## src/rtl/prefetch_cache_control.sv

```systemverilog
// Two-way cache controller with a next-line prefetch launcher.
// Handles CPU read/write hits in IDLE, writes back dirty victims (WB),
// refills lines from memory (FILL), and stalls new misses in PF_WAIT while
// the prefetcher owns the memory port. Hit/miss counters saturate.
//
// Handshakes: mem_read/mem_write are held by the CPU until mem_resp, which
// is a one-cycle combinational acknowledge; pmem_read/pmem_write are held
// until pmem_resp; prefetch_start is a one-cycle launch acknowledged later
// by prefetch_done.
module prefetch_cache_control #(
  parameter int CNT_W = 16
) (
  input  logic             clk,
  input  logic             rst,
  input  logic             mem_read,
  input  logic             mem_write,
  input  logic [31:0]      mem_address,
  input  logic             miss,
  input  logic             dirty_out,
  input  logic             way,
  input  logic             pmem_resp,
  input  logic             prefetch_done,
  output logic             mem_resp,
  output logic             pmem_read,
  output logic             pmem_write,
  output logic             data_in_sel,
  output logic             pmem_addr_sel,
  output logic [1:0]       wr_en_data_0_sel,
  output logic [1:0]       wr_en_data_1_sel,
  output logic             dirty_in,
  output logic             valid_in,
  output logic             ld_dirty_0,
  output logic             ld_dirty_1,
  output logic             ld_valid_0,
  output logic             ld_valid_1,
  output logic             ld_tag_0,
  output logic             ld_tag_1,
  output logic             ld_lru,
  output logic             prefetch_start,
  output logic [31:0]      cacheline_address,
  output logic [CNT_W-1:0] hit_count,
  output logic [CNT_W-1:0] miss_count
);

  typedef enum logic [1:0] {IDLE, PF_WAIT, WB, FILL} state_t;

  state_t state, next_state;
  logic   req, is_write;
  logic   pf_busy;
  logic   filled;   // current request was serviced by a FILL; its hit is not counted
  logic   launch;   // FILL completing this cycle

  assign req      = mem_read | mem_write;
  assign is_write = mem_write;  // read+write together is treated as a write
  assign launch   = (state == FILL) && pmem_resp;

  // State register
  always_ff @(posedge clk) begin
    if (!rst) state <= IDLE;
    else      state <= next_state;
  end

  // Next-state logic; misses only start memory traffic once the prefetcher is idle
  always_comb begin
    next_state = state;
    unique case (state)
      IDLE:    if (req && miss) begin
                 if (pf_busy)        next_state = PF_WAIT;
                 else if (dirty_out) next_state = WB;
                 else                next_state = FILL;
               end
      PF_WAIT: if (prefetch_done) next_state = IDLE;
      WB:      if (pmem_resp) next_state = req ? FILL : IDLE;
      FILL:    if (pmem_resp) next_state = IDLE;
      default: next_state = IDLE;
    endcase
  end

  // Output decode; everything is forced low while reset is held
  always_comb begin
    mem_resp         = 1'b0;
    pmem_read        = 1'b0;
    pmem_write       = 1'b0;
    data_in_sel      = 1'b0;
    pmem_addr_sel    = 1'b0;
    wr_en_data_0_sel = 2'b00;
    wr_en_data_1_sel = 2'b00;
    dirty_in         = 1'b0;
    valid_in         = 1'b0;
    ld_dirty_0       = 1'b0;
    ld_dirty_1       = 1'b0;
    ld_valid_0       = 1'b0;
    ld_valid_1       = 1'b0;
    ld_tag_0         = 1'b0;
    ld_tag_1         = 1'b0;
    ld_lru           = 1'b0;
    if (rst) begin
      unique case (state)
        IDLE: if (req && !miss) begin
          mem_resp = 1'b1;
          ld_lru   = 1'b1;
          if (is_write) begin
            data_in_sel = 1'b1;
            dirty_in    = 1'b1;
            if (way) begin
              wr_en_data_1_sel = 2'b10;
              ld_dirty_1       = 1'b1;
            end else begin
              wr_en_data_0_sel = 2'b10;
              ld_dirty_0       = 1'b1;
            end
          end
        end
        PF_WAIT: ;
        WB: begin
          pmem_write    = 1'b1;
          pmem_addr_sel = 1'b0;
        end
        FILL: begin
          pmem_read     = 1'b1;
          pmem_addr_sel = 1'b1;
          data_in_sel   = 1'b0;
          if (pmem_resp) begin
            valid_in = 1'b1;
            dirty_in = 1'b0;
            if (way) begin
              wr_en_data_1_sel = 2'b01;
              ld_tag_1         = 1'b1;
              ld_valid_1       = 1'b1;
              ld_dirty_1       = 1'b1;
            end else begin
              wr_en_data_0_sel = 2'b01;
              ld_tag_0         = 1'b1;
              ld_valid_0       = 1'b1;
              ld_dirty_0       = 1'b1;
            end
          end
        end
        default: ;
      endcase
    end
  end

  // Prefetch launch, busy tracking, fill flag and saturating counters
  always_ff @(posedge clk) begin
    if (!rst) begin
      prefetch_start    <= 1'b0;
      cacheline_address <= 32'h0;
      pf_busy           <= 1'b0;
      filled            <= 1'b0;
      hit_count         <= '0;
      miss_count        <= '0;
    end else begin
      prefetch_start <= launch;
      if (launch) begin
        cacheline_address <= {mem_address[31:5] + 27'd1, 5'b0};
        pf_busy           <= 1'b1;
      end else if (prefetch_done) begin
        pf_busy <= 1'b0;
      end
      if (launch)
        filled <= 1'b1;
      else if (mem_resp || (state == IDLE && !req))
        filled <= 1'b0;
      if (mem_resp && !filled && hit_count != '1)
        hit_count <= hit_count + 1'b1;
      if (launch && miss_count != '1)
        miss_count <= miss_count + 1'b1;
    end
  end

endmodule

```

## config.mk

```make
export PLATFORM = sky130hd
export DESIGN_NAME = prefetch_cache_control
export DESIGN_NICKNAME = d
export VERILOG_FILES = /design/src/rtl/prefetch_cache_control.sv
export SDC_FILE = /design/constraint.sdc
export NUM_CORES = 1
export LEC_CHECK = 0
export ABC_AREA = 1
export CAP_MARGIN = 30
export CORE_MARGIN = 2
export CORE_UTILIZATION = 25
export CTS_CLUSTER_DIAMETER = 100
export DETAILED_ROUTE_END_ITERATION = 10
export PLACE_DENSITY_LB_ADDON = 0.1
export SLEW_MARGIN = 25
export SYNTH_ARGS = -nofsm -noshare
export SYNTH_HDL_FRONTEND = slang
export SYNTH_SLANG_ARGS = --single-unit
```

## constraint.sdc

```tcl
create_clock -name clk -period 2.85 [get_ports clk]
set_input_delay 0.57 -clock clk [delete_from_list [all_inputs] [get_ports clk]]
set_output_delay 0.57 -clock clk [all_outputs]
set_load 0.05 [all_outputs]
```

======== Yosys cells after proc, flatten, opt, wreduce, memory -nomap -nowiden ========
Index checks and enable logic that the tools add are counted.
word-level totals
  output and inout bits ................... 83
  memory bits (read-only) ................. 0
  flip-flop bits (word level) ............. 64
  bits in latches ......................... 0
  word-level logic and storage cells ...... 91
  memories ................................ 0
  RAM bits ................................ 0
operators by class
  shift operators ......................... 0
  magnitude comparators ................... 0
  divide/modulo/power cells ............... 0
  bitwise operators ....................... 1
  multiply operators ...................... 0
  add/sub/neg operators ................... 3
  multiplexer cells ....................... 56
  reduce and logical (&&, ||, !) cells .... 15
  equal/unequal tests ..................... 9
operator list
  cell                                            number
  2-to-1 mux 1 bit                                37
  adder 16 x 1 -> 16 bit (second input constant)  2
  inequality test 16 bit (second input constant)  2
  2-to-1 mux 2 bit                                14
  adder 27 x 1 -> 27 bit (second input constant)  1
  inequality test 2 bit (second input constant)   4
  case mux 2 bit (2 select lines)                 2
  case mux 2 bit (4 select lines)                 1
  logical AND 1 bit                               7
  == test 2 bit (second input constant)           2
  case mux 1 bit (2 select lines)                 2
  AND reduction 4 bit                             1
  nonzero test 2 bit                              2
  zero test 1 bit                                 3
  == test 2 x 1 -> 1 bit (second input constant)  1
  zero test 2 bit                                 1
  logical OR 1 bit                                1
  bitwise OR 1 bit                                1

======== Longest topological paths before layout ========
  word-level depth ........................ 8
  gate-level depth with buffers ........... 10
  mapped depth without buffers ............ 10

======== Worst setup path after synthesis ========
No wires, ideal clock.
  path type ............................... input port to output port
  start ................................... input pmem_resp
  end ..................................... output ld_valid_0
  required time ........................... 2.280 ns
  stages on the path ...................... 6
  path slack .............................. -0.747 ns
  data arrival time ....................... 3.027 ns
  path through ............................ nand2_1 > buf_2 > nor2_1 > clkinv_1 > nor2_1 > buf_4
on the way
  cells in the longest elaborated chain, start to end .. 3
RTL lines
  what                           RTL line  RTL
  start: declaration             21        input logic pmem_resp,
  2-to-1 mux 1 bit (3 in a row)  n/a
  end: declaration               34        output logic ld_valid_0,
Every way passes these cells.

======== Final worst setup path ========
  start ................................... input rst
  end ..................................... output ld_dirty_0
on the way
  cells in the longest elaborated chain, start to end .. 1
RTL lines
  what                RTL line  RTL
  start: declaration  14        input logic rst,
  2-to-1 mux 1 bit    97        if (rst) begin
  end: declaration    32        output logic ld_dirty_0,
Every way passes these cells.

==> run summary <==
unrepaired setup endpoints after global routing: no
number of synthesized flops with an enable pin: 0
share of the cycle needed by the critical path after routing: 90.9%
largest cells by area after synthesis: sky130_fd_sc_hd__dfxtp_1 32%, sky130_fd_sc_hd__nand2_1 16%, sky130_fd_sc_hd__nor2_1 10%
count of mapped cells out of synthesis: 649
clock-pin slew of the registers on the worst-case setup and hold paths: 50 ps
type of the worst setup path: primary input to output pin
Max Buffers Root-to-Sink: 2
hold crit path type: register to register
number of hold violations in the final report: 0
maximum number of pins on one net before global-route repair: 44
total design power: 3.25 mW
DRT antenna net count: 0
IR Drop Worst-Case VDD: 0.000239 V
Boundary Pins: 124
CP Data Arrival Time: 2020 ps
cell accounting for the most synthesized area: sky130_fd_sc_hd__dfxtp_1
maximum clock frequency: 386 MHz
buffers inserted during post-CTS setup optimization: 0
final worst-path setup slack: 258 ps
count of synthesis-stage warnings from yosys: 0
Net count, final: 811
number of detailed-route iterations in the first pass: 5
sum of routed wire length over all layers: 12200 um
worst setup timing slack at the placement stage: 257 ps
number of fill cells in the layout: 1691
portion of synthesized cell area occupied by the leading cell type: 31.6%
post-synthesis instance area: 4050 sq um
post-cts hold buffer count: 0
startpoint class of the critical path: primary input
Hold WS: 466 ps
reported max-cap violation count: 0
initial antenna violation count: 0
remaining max-slew budget at the tightest pin: 47.6%
type of element capturing the critical path: output pin
layout cells sized above 1: 11.1%
total routing usage reported by global routing: 14.0%
Initial Utilization: 25.5%
mean post-synth cell area: 6.24 sq um
post-cts gate resize count: 0
async set or reset register ratio after synthesis: 0%
relative area change from synthesis to final layout: 46.0%
final core area utilization: 37.3%
critical-path maximum fanout: 5
standard cell core area: 15900 sq um
die span in y: 131 um
clock skew after layout: 6.70 ps
via total after detailed routing: 4329
Crit path required time: 2280 ps
weighted congestion at the end of routability-driven global placement: 0.796
CTS tree: done
sequential share of the synthesized area: 31.6%
most frequent cells after synthesis: 173 x sky130_fd_sc_hd__nand2_1, 113 x sky130_fd_sc_hd__nor2_1, 69 x sky130_fd_sc_hd__inv_1
final count of negative-setup-slack endpoints: 0
std cell rows: 46
via-per-instance ratio: 4.40
iteration-0 DRC count of the detailed router: 214
minimum clock period: 2590 ps
most used flip-flop cell after synthesis: sky130_fd_sc_hd__dfxtp_1
global-route wire length before repair: 19600 um
number of remaining DRC errors: 0
top-count cell post-synth: sky130_fd_sc_hd__nand2_1
total of buffers placed on input and output ports: 113
TritonCTS Sinks: 64
sum of negative setup slack: 0 ps
number of antenna repair diodes: 0
leakage power summed over all cells: 2.38 nW
number of synthesized register bits: 64
global route overflow: 0
power density over cell area: 549 nW/um^2
horizontal die dimension: 131 um
via count of the first global-routing pass: 3889
run status: finished, final reports clean
total area of multi-input combinational cells: 2350 sq um
worst-skew pair later-pin latency: 340 ps
Worst-Margin Slew: 780 ps
count of H-tree levels built during CTS: 3
Clk Tree Root Cell: sky130_fd_sc_hd__clkbuf_16
number of unique standard cell types used by synthesis: 34
sequential cell area: 1280 sq um
wire per inst: 12.4 um
number of pins exceeding their max-slew limit in the final report: 0
detailed-placement wirelength estimate: 9040 um
Die Area: 17200 sq um
clock buffer count from CTS: 9
[worst max-delay path: stages]
cell and delay, ps:
sky130_fd_sc_hd__clkdlybuf4s50_1 490, sky130_fd_sc_hd__inv_2 80, sky130_fd_sc_hd__or2_2 330, sky130_fd_sc_hd__nor3_1 210, sky130_fd_sc_hd__or2_1 190, sky130_fd_sc_hd__buf_12 140
[worst paths after layout]
path / start / to / slack (ps) / cells past startpoint
hold reg to reg: filled$_SDFFE_PN0P_ / filled$_SDFFE_PN0P_ / 470 / 2
setup / recovery: rst / ld_dirty_0 / 260 / 6
setup reg to reg: miss_count[0]$_SDFFE_PN0P_ / miss_count[2]$_SDFFE_PN0P_ / 800 / 7
hold / removal: filled$_SDFFE_PN0P_ / filled$_SDFFE_PN0P_ / 470 / 2
[stage by stage]
stage | instance area, sq um | instances
finish | 5920 | 983
global route | 5920 | 983
CTS | 5920 | 983
detailed placement | 5580 | 967
global placement | 5580 | 967
floorplan | 4090 | 653
[final cells by class]
cell class              instances  share of cell area (%)
repair buffers                125                    23.7
well taps                     216                    4.57
clock buffers                  10                    3.87
flip-flops and latches         64                    21.6
inverters                      73                    4.63
multi-input cells             489                    39.8
clock inverters                 6                    1.82
[cell usage in the layout (no fill, tap or decap), drive strengths merged, types with 4 or more instances in the layout]
cell type and n:
xor2 11, clkdlybuf4s50 95, nor3 9, nand2 183
or2 4, buf 30, xnor2 8, dfxtp 64
clkinv 4, clkbuf 10, nand3 40, a21oi 40
inv 71, conb 5, o21ai 36, ha 8
nand4 11, nor2 127
[registers in the layout, summed over array words and instances, names as in the netlist]
signal,count
hit_count,16
filled,1
cacheline_address,27
prefetch_start,1
miss_count,16
state,2
pf_busy,1
[kinds of logic (layout without fill, tap and decap cells)]
group	Yosys count	count (layout)	share of synthesized area, %
AOI/OAI and AO/OA	80	80	10.8
xor gates and xnor gates	19	19	4.11
adders and majority gates	8	8	2.47
buffers and inverters	100	214	11.2
DFF	64	64	31.6
other	1	5	0.0925
and+or+nand+nor	377	377	39.7
[metal layers]
metal  track usage [%]  part of all wire (%)
met3              3.55                   6.0
met1              17.0                    45
met4              6.04                   2.1
met2              23.5                    47
met5                 0                     0
[where the power goes]
group,internal [mW],switching [mW]
logic,0.347,0.614
clock network,0.852,0.433
registers,0.961,0.0446
total,2.16,1.09
No activity file was read; power rests on OpenSTA's default activity.
==> patch 1 (config.mk and constraints unchanged) <==
Encoding of `state_t`: now Gray code (2 bits for 4 states).
--- a/src/rtl/prefetch_cache_control.sv
+++ b/src/rtl/prefetch_cache_control.sv
@@ -44,3 +44,3 @@
 
-  typedef enum logic [1:0] {IDLE, PF_WAIT, WB, FILL} state_t;
+  typedef enum logic [1:0] {IDLE = 2'b00, PF_WAIT = 2'b01, WB = 2'b11, FILL = 2'b10} state_t;
 
Behaviour: same outputs for any inputs over 10 cycles, from zero or initial values and one cycle with rst low; not proved beyond that.
==> patch 1 against the original RTL <==
  * Register-to-register slack improved by 0.23 ns
  * Via count shrank 3.9%
  * Clock skew fell by 0.0016 ns
  * Combinational power grew 26%
  * Sequential power grew 6%
  * Area after synthesis decreased by 3.0%
  * Non-clock buffer count is 5 lower
  * Sequential cell count is the same
  * Routed wire length down 2.4%
  * Critical path depth is the same
  * Worst setup slack better by 0.048 ns
  * Design area is 4.2% lower
  * Total power increased by 1.6%
  * Critical endpoint is now ld_valid_0
==> patch 1: results (changes against the original RTL) <==
Slowest Stage Delay on Critical Path: 0.52 ns (was 0.49 ns)
Metal-1 WL: 5170 um (was 5440 um)
Cells after Synth: 640 (was 649)
dpl hpwl: 9010 um (was 9040 um)
wire length on met2: 6040 um (was 5780 um)
grt met3 use: 3.72% (was 3.55%)
area grow syn2layout: 44.1% (was 46.0%)
first-pass GRT wire length: 19,300 um (was 19,600 um)
post-DR wirelength/cell: 12.4 um (about the same)
GP Congestion: 0.803 (was 0.796)
WL met3: 537 um (was 728 um)
Signal buf overhead: 24.0% (was 23.7%)
outcome: finished clean (unchanged)
num sequential: 64 (unchanged)
most frequent cells after synthesis: 208 x nand2_1, 95 x nor2_1, 67 x inv_1 (was 173 x nand2_1, 113 x nor2_1, 69 x inv_1)
Tot GR Track Use: 14.7% (was 14.0%)
filler instances: 1,673 (was 1,691)
Non-Clock Inverter Count: 72 (was 73)
1st-iter DRT viols: 232 (was 214)
clock buffers: 12 (was 10)
Global Route met2 Usage: 26.0% (was 23.5%)
peak supply drop: 0.286 mV (was 0.239 mV)
core box area: 15,300 um2 (was 15,900 um2)
Vias: 4,160 (was 4,329)
Setup Skew: 0.00509 ns (was 0.00670 ns)
max-slew headroom at the worst pin: 63.4% (was 47.6%)
==> patch 1: worst max-delay path: cells and delay by family <==
family / cells / cell delay (ns)
buffers and inverters: 3 / 0.80
and+or+nand+nor: 3 / 0.60
==> patch 1: kinds of logic after synthesis <==
logic type	synth area share, %
other	0.0954
flip-flops	32.6
XOR/XNOR	3.56
adder cells (fa/ha/maj)	0.955
buffers and inverters	11.3
AO/OA/AOI/OAI	8.75
AND/OR/NAND/NOR	42.8
==> patch 1: final timing paths <==
kind | startpoint | end | slack [ns] | cells past startpoint
hold / removal | cacheline_address[6] | cacheline_address[6] | 0.46 | 2
setup / recovery | pmem_resp | ld_valid_0 | 0.31 | 6
setup reg to reg | hit_count[0] | hit_count[5] | 1.03 | 9
hold reg to reg | cacheline_address[6] | cacheline_address[6] | 0.46 | 2
==> patch 1: power by group <==
part | total, uW | switching, uW | internal (uW)
clock network | 1020 | 413 | 606
registers | 1070 | 73.2 | 1000
logic | 1210 | 793 | 416
total | 3300 | 1280 | 2020
==> patch 2 (same flow settings) <==
Without the edit above. Change the parameter `CNT_W` from 16 to 24.
--- a/src/rtl/prefetch_cache_control.sv
+++ b/src/rtl/prefetch_cache_control.sv
@@ -10,3 +10,3 @@
 module prefetch_cache_control #(
-  parameter int CNT_W = 16
+  parameter int CNT_W = 24
 ) (
Ports: changed (resized hit_count and miss_count); port bits go from 124 to 140. No check against the original RTL was run, so the function may have changed too.
==> patch 2 against the original RTL <==
  * Sequential cell count up 16
  * Routed wire length up 28%
  * Count of clock-buffer cells in the layout unchanged
  * Worst setup slack worse by 0.077 ns
  * Core utilization down 1.7 points
  * Area after synthesis up 25%
  * First-iteration DRC count up 29%
  * Design area up 18%
  * Total power up 4.1%
  * Largest power group is now sequential cells
  * Highest routed layer unchanged
==> patch 2: results (changes against the original RTL) <==
outcome: finished clean (unchanged)
Hold Path End: pf_busy (was filled)
post-DR wirelength/cell: 13.0 um (was 12.4 um)
FF-to-FF setup slack: 0.82 ns (was 0.80 ns)
Tot GR Track Use: 14.7% (was 14.0%)
GP Congestion: 0.813 (was 0.796)
largest net degree at the start of global routing: 53 (was 44)
post-synthesis compound-gate area fraction: 9.15% (was 10.8%)
peak supply drop: 0.306 mV (was 0.239 mV)
max-slew headroom at the worst pin: 55.4% (was 47.6%)
1st-iter DRT viols: 277 (was 214)
Setup Skew: 0.0103 ns (was 0.00670 ns)
Leakage: 0.00279 uW (was 0.00238 uW)
reg2reg end: hit_count[1] (was miss_count[2])
vias per inst: 4.39 (was 4.40)
first-pass GRT wire length: 25,300 um (was 19,600 um)
Largest regs: cacheline_address: 27 flops, hit_count: 24 flops, miss_count: 24 flops (was cacheline_address: 27 flops, hit_count: 16 flops, miss_count: 16 flops)
layout cells sized above 1: 8.28% (was 11.1%)
crit-path max FO: 4 (was 5)
number of library cell types mapped by synthesis: 38 (was 34)
filler instances: 2,209 (was 1,691)
R2R Path Start: hit_count[0] (was miss_count[0])
Hold Startpoint: pf_busy (was filled)
IO buf count: 129 (was 113)
r2r worst-path depth: 10 (was 7)
post-synthesis sequential area ratio: 31.7% (was 31.6%)
fin nets: 986 (was 811)
Slowest-stage cell, CP: dfxtp_1 (was clkdlybuf4s50_1)
min cycle time layout: 2.67 ns (was 2.59 ns)
==> patch 2: cell type report <==
cell class	count	area share, %
Inverter	95	5.10
Clock buffer	10	3.28
Tap cell	265	4.75
Clock inverter	6	0.860
Sequential cell	80	22.9
Timing Repair Buffer	139	21.7
Multi-Input combinational cell	612	41.4
==> patch 2: worst max-delay path: cells and delay by family, from the launching register on <==
kind / cells / cell delay (ns)
simple gates: 3 / 0.83
fa+ha+maj: 1 / 0.29
flops: 1 / 0.38
buf+inv: 2 / 0.26
==> patch 2: metrics by stage <==
stage	TNS (ns)	hold slack, ns	instances	setup WS, ns	cell area (um2)
final	0	0.475	1207	0.181	6990
after global placement	0	0.466	1191	0.336	6700
after detailed placement	0	0.471	1191	0.332	6700
after floorplan	-1.29	0.447	820	-0.392	5080
after global routing	0	0.524	1207	0.0646	6990
after CTS	0	0.481	1207	0.160	6990
==> patch 2: metal layers <==
layer  share of wire (%)  vias up  global-route usage [%]
met3                 4.9       11                    3.62
met1                  49     2368                    19.8
li1                    -     2808                       -
met4                 1.3        0                    5.00
met5                   0        -                       0
met2                  45      111                    23.1
==> patch 2: worst max path at each step <==
stage,from,end,slack (ns),cells after the start
floorplan,rst,ld_dirty_0,-0.39,5
global placement,miss,ld_dirty_0,0.34,6
detailed placement,mem_address[5],cacheline_address[29],0.33,9
CTS,state[0],ld_dirty_0,0.16,6
global route,state[0],ld_dirty_0,0.06,6
finish,state[0],ld_dirty_0,0.18,6
==> patch 2: power breakdown <==
| part | internal (uW) | total, uW | switching, uW |
|---|---|---|---|
| clock | 675 | 1170 | 491 |
| combinational | 350 | 988 | 638 |
| sequential | 1180 | 1230 | 47.4 |
| total | 2210 | 3380 | 1180 |
